`config.mk`:
```
export PLATFORM = sky130hd
export DESIGN_NAME = hazard_ctrl
export DESIGN_NICKNAME = d
export VERILOG_FILES = /design/src/rtl/hazard_pkg.sv /design/src/rtl/sat_counter.sv /design/src/rtl/hazard_ctrl.sv
export SDC_FILE = /design/constraint.sdc
export NUM_CORES = 1
export LEC_CHECK = 0
export ABC_CLOCK_PERIOD_IN_PS = 1800
export CAP_MARGIN = 20
export CORE_MARGIN = 2
export CORE_UTILIZATION = 55
export CTS_CLUSTER_DIAMETER = 80
export DETAILED_ROUTE_END_ITERATION = 12
export DONT_BUFFER_PORTS = 1
export GPL_ROUTABILITY_DRIVEN = 0
export PLACE_DENSITY = 0.77
export SYNTH_ARGS = -nofsm -noshare
export SYNTH_HDL_FRONTEND = slang
export SYNTH_HIERARCHICAL = 1
export SYNTH_SLANG_ARGS = --single-unit
```
`constraint.sdc`:
```
create_clock -name clk -period 1.8 [get_ports clk]
set_input_delay 0.36 -clock clk [delete_from_list [all_inputs] [get_ports clk]]
set_output_delay 0.36 -clock clk [all_outputs]
set_load 0.1 [all_outputs]
```
`src/rtl/hazard_pkg.sv`:
```
// Shared types for the pipeline hazard controller: FSM states and the
// bundle of hold/flush controls driven into the pipeline registers.
package hazard_pkg;

  typedef enum logic [1:0] {
    RUN      = 2'd0,
    MEM_WAIT = 2'd1,
    ERR      = 2'd2
  } hc_state_e;

  typedef struct packed {
    logic pc_hold;
    logic if_id_hold;
    logic if_id_flush;
    logic ctrl_stall;
    logic id_ex_hold;
    logic ex_mem_hold;
    logic mem_wb_flush;
  } hc_ctrl_t;

  localparam hc_ctrl_t HC_IDLE     = '0;
  // Freeze everything up to EX/MEM and bubble MEM/WB.
  localparam hc_ctrl_t HC_HOLD_ALL = '{1'b1, 1'b1, 1'b0, 1'b0, 1'b1, 1'b1, 1'b1};
  localparam hc_ctrl_t HC_BRANCH   = '{1'b0, 1'b0, 1'b1, 1'b1, 1'b0, 1'b0, 1'b0};
  localparam hc_ctrl_t HC_LOADUSE  = '{1'b1, 1'b1, 1'b0, 1'b1, 1'b0, 1'b0, 1'b0};

endpackage

```
`src/rtl/sat_counter.sv`:
```
// Saturating up-counter; sticks at all-ones instead of wrapping.
module sat_counter #(
  parameter int W = 16
) (
  input  logic         clk,
  input  logic         rst,
  input  logic         inc,
  output logic [W-1:0] q
);

  always_ff @(posedge clk or negedge rst) begin
    if (!rst)                    q <= '0;
    else if (inc && (q != '1))   q <= q + 1'b1;
  end

endmodule

```
`src/rtl/hazard_ctrl.sv`:
```
// Hazard/sequencing controller for the 5-stage core: load-use stalls, branch
// flushes, data-memory wait holds with a timeout watchdog, and perf counters.
module hazard_ctrl
  import hazard_pkg::*;
#(
  parameter int MEM_TIMEOUT = 64,
  parameter int CNT_W       = 16
) (
  input  logic             clk,
  input  logic             rst,
  input  logic [4:0]       id_rs1,
  input  logic [4:0]       id_rs2,
  input  logic             id_use_rs2,
  input  logic             ex_mem_read,
  input  logic [4:0]       ex_rd,
  input  logic             ex_br_taken,
  input  logic             mem_req,
  input  logic             mem_ready,
  output logic             pc_hold,
  output logic             if_id_hold,
  output logic             if_id_flush,
  output logic             ctrl_stall,
  output logic             id_ex_hold,
  output logic             ex_mem_hold,
  output logic             mem_wb_flush,
  output logic             mem_err,
  output logic [CNT_W-1:0] stall_cnt,
  output logic [CNT_W-1:0] flush_cnt
);

  localparam int WC_W = $clog2(MEM_TIMEOUT + 1);
  localparam logic [WC_W-1:0] WC_LAST = WC_W'(MEM_TIMEOUT - 1);

  hc_state_e       state, state_n;
  logic [WC_W-1:0] wait_cnt;
  hc_ctrl_t        ctrl, ctrl_q;
  logic            memwait, loaduse, waiting, wait_inc;

  assign memwait = mem_req & ~mem_ready;
  assign loaduse = ex_mem_read & (ex_rd != 5'd0) &
                   ((ex_rd == id_rs1) | (id_use_rs2 & (ex_rd == id_rs2)));

  always_comb begin
    state_n  = state;
    ctrl     = HC_IDLE;
    wait_inc = 1'b0;
    // Once an access is outstanding only the ack releases it.
    waiting  = (state == MEM_WAIT) ? ~mem_ready : memwait;
    case (state)
      RUN, MEM_WAIT: begin
        if (waiting) begin
          ctrl     = HC_HOLD_ALL;
          wait_inc = 1'b1;
          state_n  = (wait_cnt == WC_LAST) ? ERR : MEM_WAIT;
        end else begin
          state_n = RUN;
          if (ex_br_taken)  ctrl = HC_BRANCH;
          else if (loaduse) ctrl = HC_LOADUSE;
        end
      end
      ERR:     ctrl    = HC_HOLD_ALL;
      default: state_n = RUN;
    endcase
  end

  // Pipeline controls are released for as long as reset is held.
  assign ctrl_q       = rst ? ctrl : HC_IDLE;
  assign pc_hold      = ctrl_q.pc_hold;
  assign if_id_hold   = ctrl_q.if_id_hold;
  assign if_id_flush  = ctrl_q.if_id_flush;
  assign ctrl_stall   = ctrl_q.ctrl_stall;
  assign id_ex_hold   = ctrl_q.id_ex_hold;
  assign ex_mem_hold  = ctrl_q.ex_mem_hold;
  assign mem_wb_flush = ctrl_q.mem_wb_flush;

  always_ff @(posedge clk or negedge rst) begin
    if (!rst) begin
      state    <= RUN;
      wait_cnt <= '0;
      mem_err  <= 1'b0;
    end else begin
      state    <= state_n;
      wait_cnt <= wait_inc ? wait_cnt + 1'b1 : '0;
      if (state_n == ERR) mem_err <= 1'b1;
    end
  end

  sat_counter #(.W(CNT_W)) u_stall_cnt (
    .clk (clk),
    .rst (rst),
    .inc (ctrl_q.pc_hold),
    .q   (stall_cnt)
  );

  sat_counter #(.W(CNT_W)) u_flush_cnt (
    .clk (clk),
    .rst (rst),
    .inc (ctrl_q.if_id_flush),
    .q   (flush_cnt)
  );

endmodule

```
== Word level (Yosys, flattened, before mapping) ==
Cells that the tools add are included.
Operators by class
  muxes and demuxes: 12
  eq/ne operators: 8
  add/subtract/negate cells: 3
  bitwise operators: 6
  reduce and logical (&&, ||, !) cells: 5
Operators by type and width (number)
  7-bit two-way mux: 5
  16-bit by 1-bit adder with 16-bit output (second input constant): 2
  16-bit != test (second input constant): 2
  7-bit case mux with 2 select lines: 1
  5-bit == test: 2
  7-bit by 1-bit adder with 7-bit output (second input constant): 1
  7-bit by 6-bit == test with 1-bit output (second input constant): 1
  5-bit nonzero test: 1
  1-bit AND: 4
  2-bit == test (second input constant): 2
  2-bit two-way mux: 2
  2-bit case mux with 2 select lines: 1
  1-bit two-way mux: 3
  2-bit by 1-bit == test with 1-bit output (second input constant): 1
  1-bit logical AND: 2
  2-bit logical NOT: 1
  2-bit OR reduction: 1
  1-bit NOT: 1
  1-bit OR: 1
Word-level totals
  output and inout bits: 40
  flip-flop bits (word level): 42
  input bits: 22
  logic and storage cells: 39

== Longest topological paths before layout ==
Gate-level depths: netlist (run 1).
  depth after elaboration: 10
  mapped depth: 8
  gate-level depth less buffers: 8

== By module ==
Netlist (run 1), hierarchy kept.
By module, submodules not included
  sat_counter: seq. area each 400.4 um^2, area an instance 859.6 um^2, instances 2, cells an instance 72
  hazard_ctrl: seq. area each 250.2 um^2, area an instance 623.1 um^2, instances 1, cells an instance 65

== Worst setup path after synthesis (run 1) ==
OpenSTA, ideal clock, no wires.
  path kind: input port to flip-flop
  from: input port ex_rd[3]
  to: register u_stall_cnt.q[14]
  setup time: 0.160 ns
  data required time: 1.640 ns
  path slack: -1.997 ns
  stages: 8
  path buffers: 0
  arrival time: 3.637 ns
  path through: xor2_1 -> nor4_1 -> a32oi_1 -> o21bai_1 -> nand2_1 -> nor4_4 -> nand4_1 -> xnor2_1
On the way
  longest elaborated chain between the ends: 10
  elaborated cells between the ends (all ways): 13
  those cells by class: eq/ne: 2; mux: 5; bitwise: 4; reduce/logical: 2
Ends and longest elaborated chain
  from (decl): RTL line hazard_ctrl.sv:15  | input logic [4:0] ex_rd,
  5-bit == test: RTL line hazard_ctrl.sv:41  | ((ex_rd == id_rs1) | (id_use_rs2 & (ex_rd == id_rs2)));
  1-bit AND: RTL line hazard_ctrl.sv:41
  1-bit OR: RTL line hazard_ctrl.sv:41
  1-bit AND (*): RTL line hazard_ctrl.sv:40  | assign loaduse = ex_mem_read & (ex_rd != 5'd0) &
  7-bit two-way mux (*): RTL line hazard_ctrl.sv:58  | else if (loaduse) ctrl = HC_LOADUSE;
  7-bit two-way mux (*): RTL line hazard_ctrl.sv:57  | if (ex_br_taken) ctrl = HC_BRANCH;
  7-bit two-way mux (*): RTL line hazard_ctrl.sv:51  | if (waiting) begin
  7-bit case mux with 2 select lines (*): RTL line hazard_ctrl.sv:49  | case (state)
  7-bit two-way mux (*): RTL line hazard_ctrl.sv:67  | assign ctrl_q = rst ? ctrl : HC_IDLE;
  1-bit logical AND (*): RTL line sat_counter.sv:13  | else if (inc && (q != '1)) q <= q + 1'b1;
  to (signal assigned): RTL line sat_counter.sv:13
  to (decl): RTL line sat_counter.sv:8  | output logic [W-1:0] q
Every way passes the cells marked *; elsewhere a longest branch is shown, timed or not.
A chain may end at the register's enable or synchronous reset.

== Worst setup path after layout (run 1) ==
  from: register state[0]
  to: output port if_id_hold
On the way
  longest elaborated chain between the ends: 5
  elaborated cells between the ends (all ways): 8
  those cells by class: eq/ne: 2; mux: 4; reduce/logical: 2
Ends and longest elaborated chain
  from (decl): RTL line hazard_ctrl.sv:34  | hc_state_e state, state_n;
  from (signal assigned): RTL line hazard_ctrl.sv:82  | state <= state_n;
  2-bit by 1-bit == test with 1-bit output: RTL line hazard_ctrl.sv:48, hazard_ctrl.sv:49
  1-bit two-way mux: RTL line hazard_ctrl.sv:48  | waiting = (state == MEM_WAIT) ? ~mem_ready : memwait;
  7-bit two-way mux: RTL line hazard_ctrl.sv:51
  7-bit case mux with 2 select lines (*): RTL line hazard_ctrl.sv:49
  7-bit two-way mux (*): RTL line hazard_ctrl.sv:67
  to (decl): RTL line hazard_ctrl.sv:20  | output logic if_id_hold,
Marked as above.

==> results of run 1 <==
==> area by class of cell <==
cell class              instances  area, sq um  share of cell area, %
repair buffers                 62        609.3                  18.59
multi-input cells             162         1414                  43.15
clock inverters                 1        5.005                 0.1527
clock buffers                   7        86.33                  2.635
well taps                      50        62.56                  1.909
flip-flops and latches         42         1096                  33.45
inverters                       1        3.754                 0.1145
==> power breakdown <==
part           switching [mW]  internal, mW  total [mW]  leakage [nW]
logic                    1.14         0.368        1.51         0.877
registers               0.148          1.07        1.22         0.538
clock network           0.302         0.309       0.611        0.0482
total                    1.59          1.75        3.34          1.46
==> path summary, 6_finish.rpt <==
kind,start,to,slack (ns)
hold / removal,rst,u_stall_cnt/q[0],-0.24
hold reg to reg,wait_cnt[0],wait_cnt[0],0.49
max in group asynchronous,rst,u_flush_cnt/q[9],1.95
setup / recovery,state[0],if_id_hold,-0.18
setup reg to reg,state[0],u_flush_cnt/q[14],-0.17
min in group clk,mem_ready,wait_cnt[0],0.37
==> layout by cell type, fill, tap and decap left out, types with 10 or more instances in the layout <==
| cell type | n |
|---|---|
| buf_4 | 42 |
| buf_6 | 13 |
| dfrtp_1 | 24 |
| nand3_1 | 10 |
| nand4_1 | 16 |
| nor2_1 | 11 |
| o21a_1 | 11 |
| xnor2_1 | 12 |
| xor2_1 | 15 |
==> worst max-delay path: cells and delay by family (launching register included) <==
family                 cells  cell delay (ns)
AO/OA/AOI/OAI              2             0.39
buffers and inverters      2             0.31
flip-flops                 1             0.44
AND/OR/NAND/NOR            2             0.18
==> flip-flops by register name (all words and copies together), names as in the netlist <==
| register | count |
|---|---|
| u_flush_cnt/q | 16 |
| state | 2 |
| u_stall_cnt/q | 16 |
| mem_err | 1 |
| wait_cnt | 7 |
==> cell families after synthesis <==
kind of cell / after synthesis / synth area share [%]
AOI/OAI and AO/OA: 39 / 13.09
xor gates and xnor gates: 28 / 10.47
adders and majority gates: 3 / 1.603
buffers and inverters: 5 / 1.282
DFF: 42 / 44.87
muxes: 2 / 0.9615
and+or+nand+nor: 90 / 27.72
==> routing by layer <==
metal  share of wire (%)  global-route usage [%]  up-vias  wire [microns]
met5                   0                       0        -               0
met4                 2.1                   8.279        0             137
met3                 7.0                   7.122       22             462
met2                  54                   42.41      105            3551
met1                  37                   28.95     1019            2470
li1                    -                       -      932               -
==> stage by stage <==
step	cells	area, sq um	utilization [%]
after floorplan	209	2432	-
after global placement	302	2846	70.15
final	325	3277	80.76
after global routing	325	3277	80.76
after CTS	314	3049	75.15
after detailed placement	302	2846	70.15
==> timing repair <==
item,4_1_cts,5_1_grt
pin swaps,2,12
resized for setup,18,34
endpoints found under the setup margin,18,30
hold endpoints to repair,42,42
buffers inserted,4,11
==> impl_metrics.env, run 1 <==
export IMPL_status="complete, but fails checks"
export IMPL_violations="negative hold slack, negative setup slack"
export IMPL_synth_cells=209
export IMPL_preCtsSetupSlack_ns=-0.2825
export IMPL_fin_worst_skew_ns=0.008132
export IMPL_cap_viol_max_count=0
export IMPL_htreeDepth=2
export IMPL_syn_area_sq_um=2342
export IMPL_synth_most_common_cell="dfrtp_1"
export IMPL_ys_top_cells_by_count="dfrtp_1, nand4_1, nor2_1, xor2_1, xnor2_1"
export IMPL_die_y_microns=69.26
export IMPL_fill_cells=214
export IMPL_leakage_nw=1.464
export IMPL_synth_top_area_cell="dfrtp_1"
export IMPL_drt_initial_drc_count=178
export IMPL_hold_worst_slack_ns=-0.2440
export IMPL_netlist_area_leader_share_pct=44.87
export IMPL_wirelength_microns=6622
export IMPL_post_dp_hpwl_microns=4150
export IMPL_drc=0
export IMPL_fmax_mhz=504.9
export IMPL_nets=299
export IMPL_crit_fanout=4
export IMPL_antenna_found_initial=0
export IMPL_synth_seq_cells=42
export IMPL_crit_chain="nor2_4 > nor3_4 > o21a_4 > o21bai_4 > buf_6 > buf_12"
export IMPL_cts_sinks=42
export IMPL_finalSetupTns_ns=-2.974
export IMPL_ys_flop_type="dfrtp_1"
export IMPL_crit_required_ns=1.44
export IMPL_yosys_warnings=6
export IMPL_port_buffers=0
export IMPL_viasPerCell=6.394
export IMPL_syn_nets=234
export IMPL_hold_class="input port to async pin"
export IMPL_cp_slowest_cell="dfrtp_2"
export IMPL_diodes=0
export IMPL_avgSynthCellArea_sq_um=11.21
export IMPL_yosysUniqueCellTypes=41
export IMPL_ios=62
export IMPL_period_share_pct=110.0
export IMPL_drive_above_1_share_pct=48.00
export IMPL_initial_utilization_pct=57.72
export IMPL_grt_pass1_wl_microns=9515
export IMPL_vias=2078
export IMPL_crit_path_start_kind="flop"
export IMPL_track_usage_pct=24.45
export IMPL_cts_tree="built"
export IMPL_rsz0062_at_grt="true"
export IMPL_row_count=23
export IMPL_peakVddDrop_v=0.001251
export IMPL_drt_first_pass_iters=4
export IMPL_hold_viol_final=42
export IMPL_cts_path_max_buffers=2
export IMPL_slowest_delay_ns=0.44
export IMPL_wl_per_cell_microns=20.38
export IMPL_arrival_ns=1.62
export IMPL_clk_latency_ns=0.29
export IMPL_tightest_slew_ns=0.8989
export IMPL_path_clk_slew_ns=0.08
export IMPL_grt_pass1_vias=2038
export IMPL_die_w_microns=69.26
export IMPL_end_kind="primary output"
export IMPL_synth_yosys_seq_area_share_pct=44.87
export IMPL_rr_worst_depth=10
export IMPL_area_growth_pct=39.90
export IMPL_ys_top_cells_by_area="dfrtp_1, xor2_1, xnor2_1"
export IMPL_die_area_sq_um=4797
export IMPL_synth_edf_count=0
export IMPL_min_period_ns=1.980
export IMPL_cts_made_buffers=5
export IMPL_core_area_sq_um=4058
export IMPL_powerDensity_nw_per_um2=1019
export IMPL_finalPower_mw=3.340
export IMPL_grt_ovfl_total=0
export IMPL_slew_headroom_pct=40.08
export IMPL_fin_ws_ns=-0.1804
export IMPL_criticalPathCategory="flop to primary output"
export IMPL_grt_max_degree=46
export IMPL_synth_async_sr_flop_share_pct=100.0
export IMPL_report_final_slew_viol_count=0
export IMPL_clk_root_buffer_cell="clkbuf_8"
export IMPL_setup_violations_final=29
export IMPL_ant_nets=0
No activity file was read; power rests on OpenSTA's default activity.
==> run 2, diff against run 1 <==
--- a/config.mk
+++ b/config.mk
@@ -5,7 +5,7 @@
 export SDC_FILE = /design/constraint.sdc
 export NUM_CORES = 1
 export LEC_CHECK = 0
-export ABC_CLOCK_PERIOD_IN_PS = 1800
+export ABC_CLOCK_PERIOD_IN_PS = 2500
 export CAP_MARGIN = 20
 export CORE_MARGIN = 2
 export CORE_UTILIZATION = 55
@@ -13,7 +13,7 @@
 export DETAILED_ROUTE_END_ITERATION = 12
 export DONT_BUFFER_PORTS = 1
 export GPL_ROUTABILITY_DRIVEN = 0
-export PLACE_DENSITY = 0.77
+export PLACE_DENSITY = 0.74
 export SYNTH_ARGS = -nofsm -noshare
 export SYNTH_HDL_FRONTEND = slang
 export SYNTH_HIERARCHICAL = 1
==> constraint.sdc (replaced) <==
create_clock -name clk -period 2.5 [get_ports clk]
set_input_delay 0.5 -clock clk [delete_from_list [all_inputs] [get_ports clk]]
set_output_delay 0.5 -clock clk [all_outputs]
set_load 0.1 [all_outputs]
==> impl_metrics.env, run 2 (synthesized netlist as in run 1, its figures left out) <==
export IMPL_largestRegisters="u_flush_cnt/q: 16 flops, u_stall_cnt/q: 16 flops, wait_cnt: 7 flops"
export IMPL_port_buffers=0
export IMPL_ant_nets=0
export IMPL_grt_ovfl_total=0
export IMPL_area_growth_pct=23.61
export IMPL_slowest_delay_ns=0.42
export IMPL_cts_setup_buffers=0
export IMPL_multi_input_area_sq_um=1287
export IMPL_cts_resized_gates=0
export IMPL_path_clk_slew_ns=0.08
export IMPL_initial_utilization_pct=57.72
export IMPL_clk_root_buffer_cell="clkbuf_8"
export IMPL_crit_fanout=7
export IMPL_final_common_cell="dfrtp_1"
export IMPL_cts_sinks=42
export IMPL_min_period_ns=2.244
export IMPL_rr_startpoint="state[1]"
export IMPL_cap_viol_max_count=0
export IMPL_crit_chain="nor3_1 > o21a_4 > o21bai_4 > buf_12"
export IMPL_hold_worst_slack_ns=0.03887
export IMPL_final_area_sq_um=2895
export IMPL_period_share_pct=89.74
export IMPL_crit_required_ns=2.00
export IMPL_core_area_sq_um=4058
export IMPL_clk_latency_ns=0.29
export IMPL_wl_per_cell_microns=18.59
export IMPL_ff2ff_setup_slack_ns=0.35
export IMPL_crit_buf_inv=1
export IMPL_grt_pass1_vias=1994
export IMPL_seq_area_sq_um=1051
export IMPL_ios=62
export IMPL_place_inst=292
export IMPL_drc=0
export IMPL_htreeDepth=2
export IMPL_cp_slowest_cell="dfrtp_1"
export IMPL_cp_top_family="flip-flops"
export IMPL_tightest_slew_ns=0.8924
export IMPL_cts_path_max_buffers=2
export IMPL_powerDensity_nw_per_um2=861.4
export IMPL_slew_headroom_pct=40.51
export IMPL_setup_violations_final=0
export IMPL_wirelength_microns=5597
export IMPL_mostFrequentLayoutCells="dfrtp_1, buf_4, nand4_1, nor2_1, xor2_1"
export IMPL_cts_tree="built"
export IMPL_rsz0062_at_grt="false"
export IMPL_die_w_microns=69.26
export IMPL_crit_path_start_kind="flop"
export IMPL_drt_initial_drc_count=133
export IMPL_grt_pass1_wl_microns=9377
export IMPL_fmax_mhz=445.7
export IMPL_row_count=23
export IMPL_post_dp_hpwl_microns=4166
export IMPL_grt_max_degree=43
export IMPL_drt_first_pass_iters=4
export IMPL_cts_made_buffers=5
export IMPL_status="completed"
export IMPL_viasPerCell=6.382
export IMPL_instances_no_fill=301
export IMPL_report_final_slew_viol_count=0
export IMPL_die_y_microns=69.26
export IMPL_hold_class="input port to async pin"
export IMPL_criticalPathCategory="flop to primary output"
export IMPL_vias=1921
export IMPL_nets=275
export IMPL_fin_worst_skew_ns=0.005555
export IMPL_leakage_nw=1.318
export IMPL_cp_startpoint="state[1]"
export IMPL_peakVddDrop_v=0.0004208
export IMPL_track_usage_pct=24.06
export IMPL_diodes=0
export IMPL_drive_above_1_share_pct=29.48
export IMPL_antenna_found_initial=0
export IMPL_fill_cells=293
export IMPL_postPlaceCellArea_sq_um=2733
export IMPL_hold_viol_final=0
export IMPL_die_area_sq_um=4797
export IMPL_end_kind="primary output"
export IMPL_arrival_ns=1.74
export IMPL_ctsHoldBuffers=1
run 2: path summary, 6_finish.rpt:
path	cells past startpoint	end
worst max-delay path	4	pc_hold
worst min-delay path	1	u_flush_cnt/q[11]
worst max register to register	7	u_stall_cnt/q[7]
worst min register to register	1	wait_cnt[0]
max in group asynchronous	1	u_flush_cnt/q[14]
min in group clk	2	wait_cnt[1]
run 2: cell type report:
class                   count  share of cell area (%)
multi-input cells         162                   44.47
flip-flops and latches     42                   36.30
repair buffers             38                   12.01
clock buffers               6                   2.852
well taps                  50                   2.161
clock inverters             2                   2.074
inverters                   1                  0.1296
run 2: per-stage QoR:
stage               setup WS (ns)  utilization (%)  power [mW]  TNS [ns]
detailed placement         0.1014            67.35       1.827         0
global placement           0.1715            67.35       1.806         0
finish                     0.2564            71.35       2.494         0
floorplan                 -0.1641                -       1.612   -0.9182
global route               0.1609            71.35       2.578         0
CTS                        0.2533            71.35       2.506         0
run 2: metal layers:
layer  vias to the layer above  global-route usage (%)  wire, microns
met5                         -                       0              0
met4                         0                   5.664             50
met3                         6                   6.831            404
met2                        82                   41.67           2885
met1                       955                   29.71           2257
li1                        878                       -              -
run 2: power by group:
part	switching (mW)	internal [mW]
clock	0.237	0.426
sequential	0.0784	0.755
combinational	0.794	0.203
==> run 3, diff against run 2 <==
--- a/config.mk
+++ b/config.mk
@@ -8,12 +8,13 @@
 export ABC_CLOCK_PERIOD_IN_PS = 2500
 export CAP_MARGIN = 20
 export CORE_MARGIN = 2
-export CORE_UTILIZATION = 55
+export CORE_UTILIZATION = 67
 export CTS_CLUSTER_DIAMETER = 80
 export DETAILED_ROUTE_END_ITERATION = 12
 export DONT_BUFFER_PORTS = 1
 export GPL_ROUTABILITY_DRIVEN = 0
-export PLACE_DENSITY = 0.74
+export MAX_ROUTING_LAYER = met4
+export PLACE_DENSITY_LB_ADDON = 0.12
 export SYNTH_ARGS = -nofsm -noshare
 export SYNTH_HDL_FRONTEND = slang
 export SYNTH_HIERARCHICAL = 1
==> impl_metrics.env, run 3 (synthesized netlist as in run 1, its figures left out) <==
export IMPL_cts_setup_buffers=0
export IMPL_cts_tree="built"
export IMPL_port_buffers=0
export IMPL_wirelength_microns=5420
export IMPL_hold_class="input port to flop"
export IMPL_min_period_ns=2.318
export IMPL_fin_ws_ns=0.1820
export IMPL_tightest_slew_ns=0.8791
export IMPL_instances_no_fill=298
export IMPL_postPlaceCellArea_sq_um=2715
export IMPL_core_area_sq_um=3337
export IMPL_final_area_sq_um=2809
export IMPL_cp_top_family="simple AND/OR/NAND/NOR gates"
export IMPL_grt_ovfl_total=0
export IMPL_peakVddDrop_v=0.0005932
export IMPL_criticalPathCategory="flop to primary output"
export IMPL_clk_latency_ns=0.37
export IMPL_die_y_microns=63.13
export IMPL_die_w_microns=63.13
export IMPL_crit_required_ns=2.00
export IMPL_drive_above_1_share_pct=29.37
export IMPL_crit_fanout=5
export IMPL_row_count=21
export IMPL_drt_initial_drc_count=116
export IMPL_finalPower_mw=2.198
export IMPL_crit_path_start_kind="flop"
export IMPL_setup_violations_final=0
export IMPL_final_common_cell="dfrtp_1"
export IMPL_fmax_mhz=431.4
export IMPL_viasPerCell=6.413
export IMPL_clk_root_buffer_cell="clkbuf_4"
export IMPL_slew_headroom_pct=41.39
export IMPL_path_clk_slew_ns=0.12
export IMPL_status="completed"
export IMPL_post_dp_hpwl_microns=3967
export IMPL_grt_max_degree=43
export IMPL_hold_viol_final=0
export IMPL_grt_pass1_wl_microns=9114
export IMPL_ios=62
export IMPL_drc=0
export IMPL_preCtsSetupSlack_ns=0.1853
export IMPL_cts_sinks=42
export IMPL_ant_nets=0
export IMPL_crit_chain="nor2_1 > nor3_1 > o21a_4 > o21bai_4 > buf_12"
export IMPL_grt_pass1_vias=1877
export IMPL_rsz0062_at_grt="false"
export IMPL_largestRegisters="u_flush_cnt/q: 16 flops, u_stall_cnt/q: 16 flops, wait_cnt: 7 flops"
export IMPL_powerDensity_nw_per_um2=782.4
export IMPL_track_usage_pct=30.51
export IMPL_initial_utilization_pct=70.19
export IMPL_cts_path_max_buffers=2
export IMPL_nets=276
export IMPL_htreeDepth=2
export IMPL_report_final_slew_viol_count=0
export IMPL_crit_buf_inv=1
export IMPL_wl_per_cell_microns=18.19
export IMPL_fin_worst_skew_ns=0.008418
export IMPL_cts_resized_gates=0
export IMPL_ctsHoldBuffers=2
export IMPL_drt_first_pass_iters=5
export IMPL_slowest_delay_ns=0.40
export IMPL_cts_made_buffers=5
export IMPL_diodes=0
export IMPL_period_share_pct=92.72
export IMPL_vias=1911
export IMPL_die_area_sq_um=3985
export IMPL_end_kind="primary output"
export IMPL_mostFrequentLayoutCells="dfrtp_1, buf_4, nand4_1, nor2_1, xor2_1"
export IMPL_cp_slowest_cell="dfrtp_1"
export IMPL_area_growth_pct=19.93
export IMPL_fill_cells=200
export IMPL_antenna_found_initial=0
export IMPL_place_inst=288
export IMPL_leakage_nw=1.282
export IMPL_arrival_ns=1.82
export IMPL_cap_viol_max_count=0
-- run 3: power breakdown --
part	total, mW	internal, mW	switching (mW)
logic	0.991	0.203	0.788
clock network	0.365	0.135	0.230
registers	0.842	0.755	0.0871
total	2.20	1.09	1.11
-- run 3: metrics by stage --
step	hold slack, ns	setup TNS [ns]	util [%]
3_3_place_gp	0.2051	0	81.36
4_1_cts	0.3609	0	84.18
6_report	0.3823	0	84.18
2_1_floorplan	0.2044	-0.9182	-
3_5_place_dp	0.2050	0	81.36
5_1_grt	0.3644	0	84.18
-- run 3: worst paths after layout --
path	cells past startpoint	slack, ns	from	to
max in group asynchronous	2	1.71	rst	u_flush_cnt/q[13]
min in group asynchronous	2	0.59	rst	wait_cnt[2]
min	2	0.38	mem_ready	wait_cnt[1]
min reg2reg	1	0.47	wait_cnt[0]	wait_cnt[0]
max reg2reg	8	0.43	state[0]	u_stall_cnt/q[5]
max	5	0.18	state[0]	if_id_hold
-- run 3: per-layer routing --
| metal | up-vias | track usage, % | wire length [microns] |
|---|---|---|---|
| li1 | 882 | - | - |
| met2 | 79 | 45.61 | 2643 |
| met4 | 0 | 7.500 | 32 |
| met5 | - | - | 0 |
| met1 | 944 | 40.87 | 2383 |
| met3 | 6 | 9.643 | 361 |
-- run 3: cell type report --
| type | count | area, sq um | area share (%) |
|---|---|---|---|
| clock buffers | 6 | 51.30 | 1.826 |
| clock inverters | 2 | 12.51 | 0.4454 |
| inverters | 1 | 3.754 | 0.1336 |
| multi-input cells | 162 | 1287 | 45.84 |
| flip-flops and latches | 42 | 1051 | 37.42 |
| well taps | 46 | 57.56 | 2.049 |
| repair buffers | 39 | 345.3 | 12.29 |
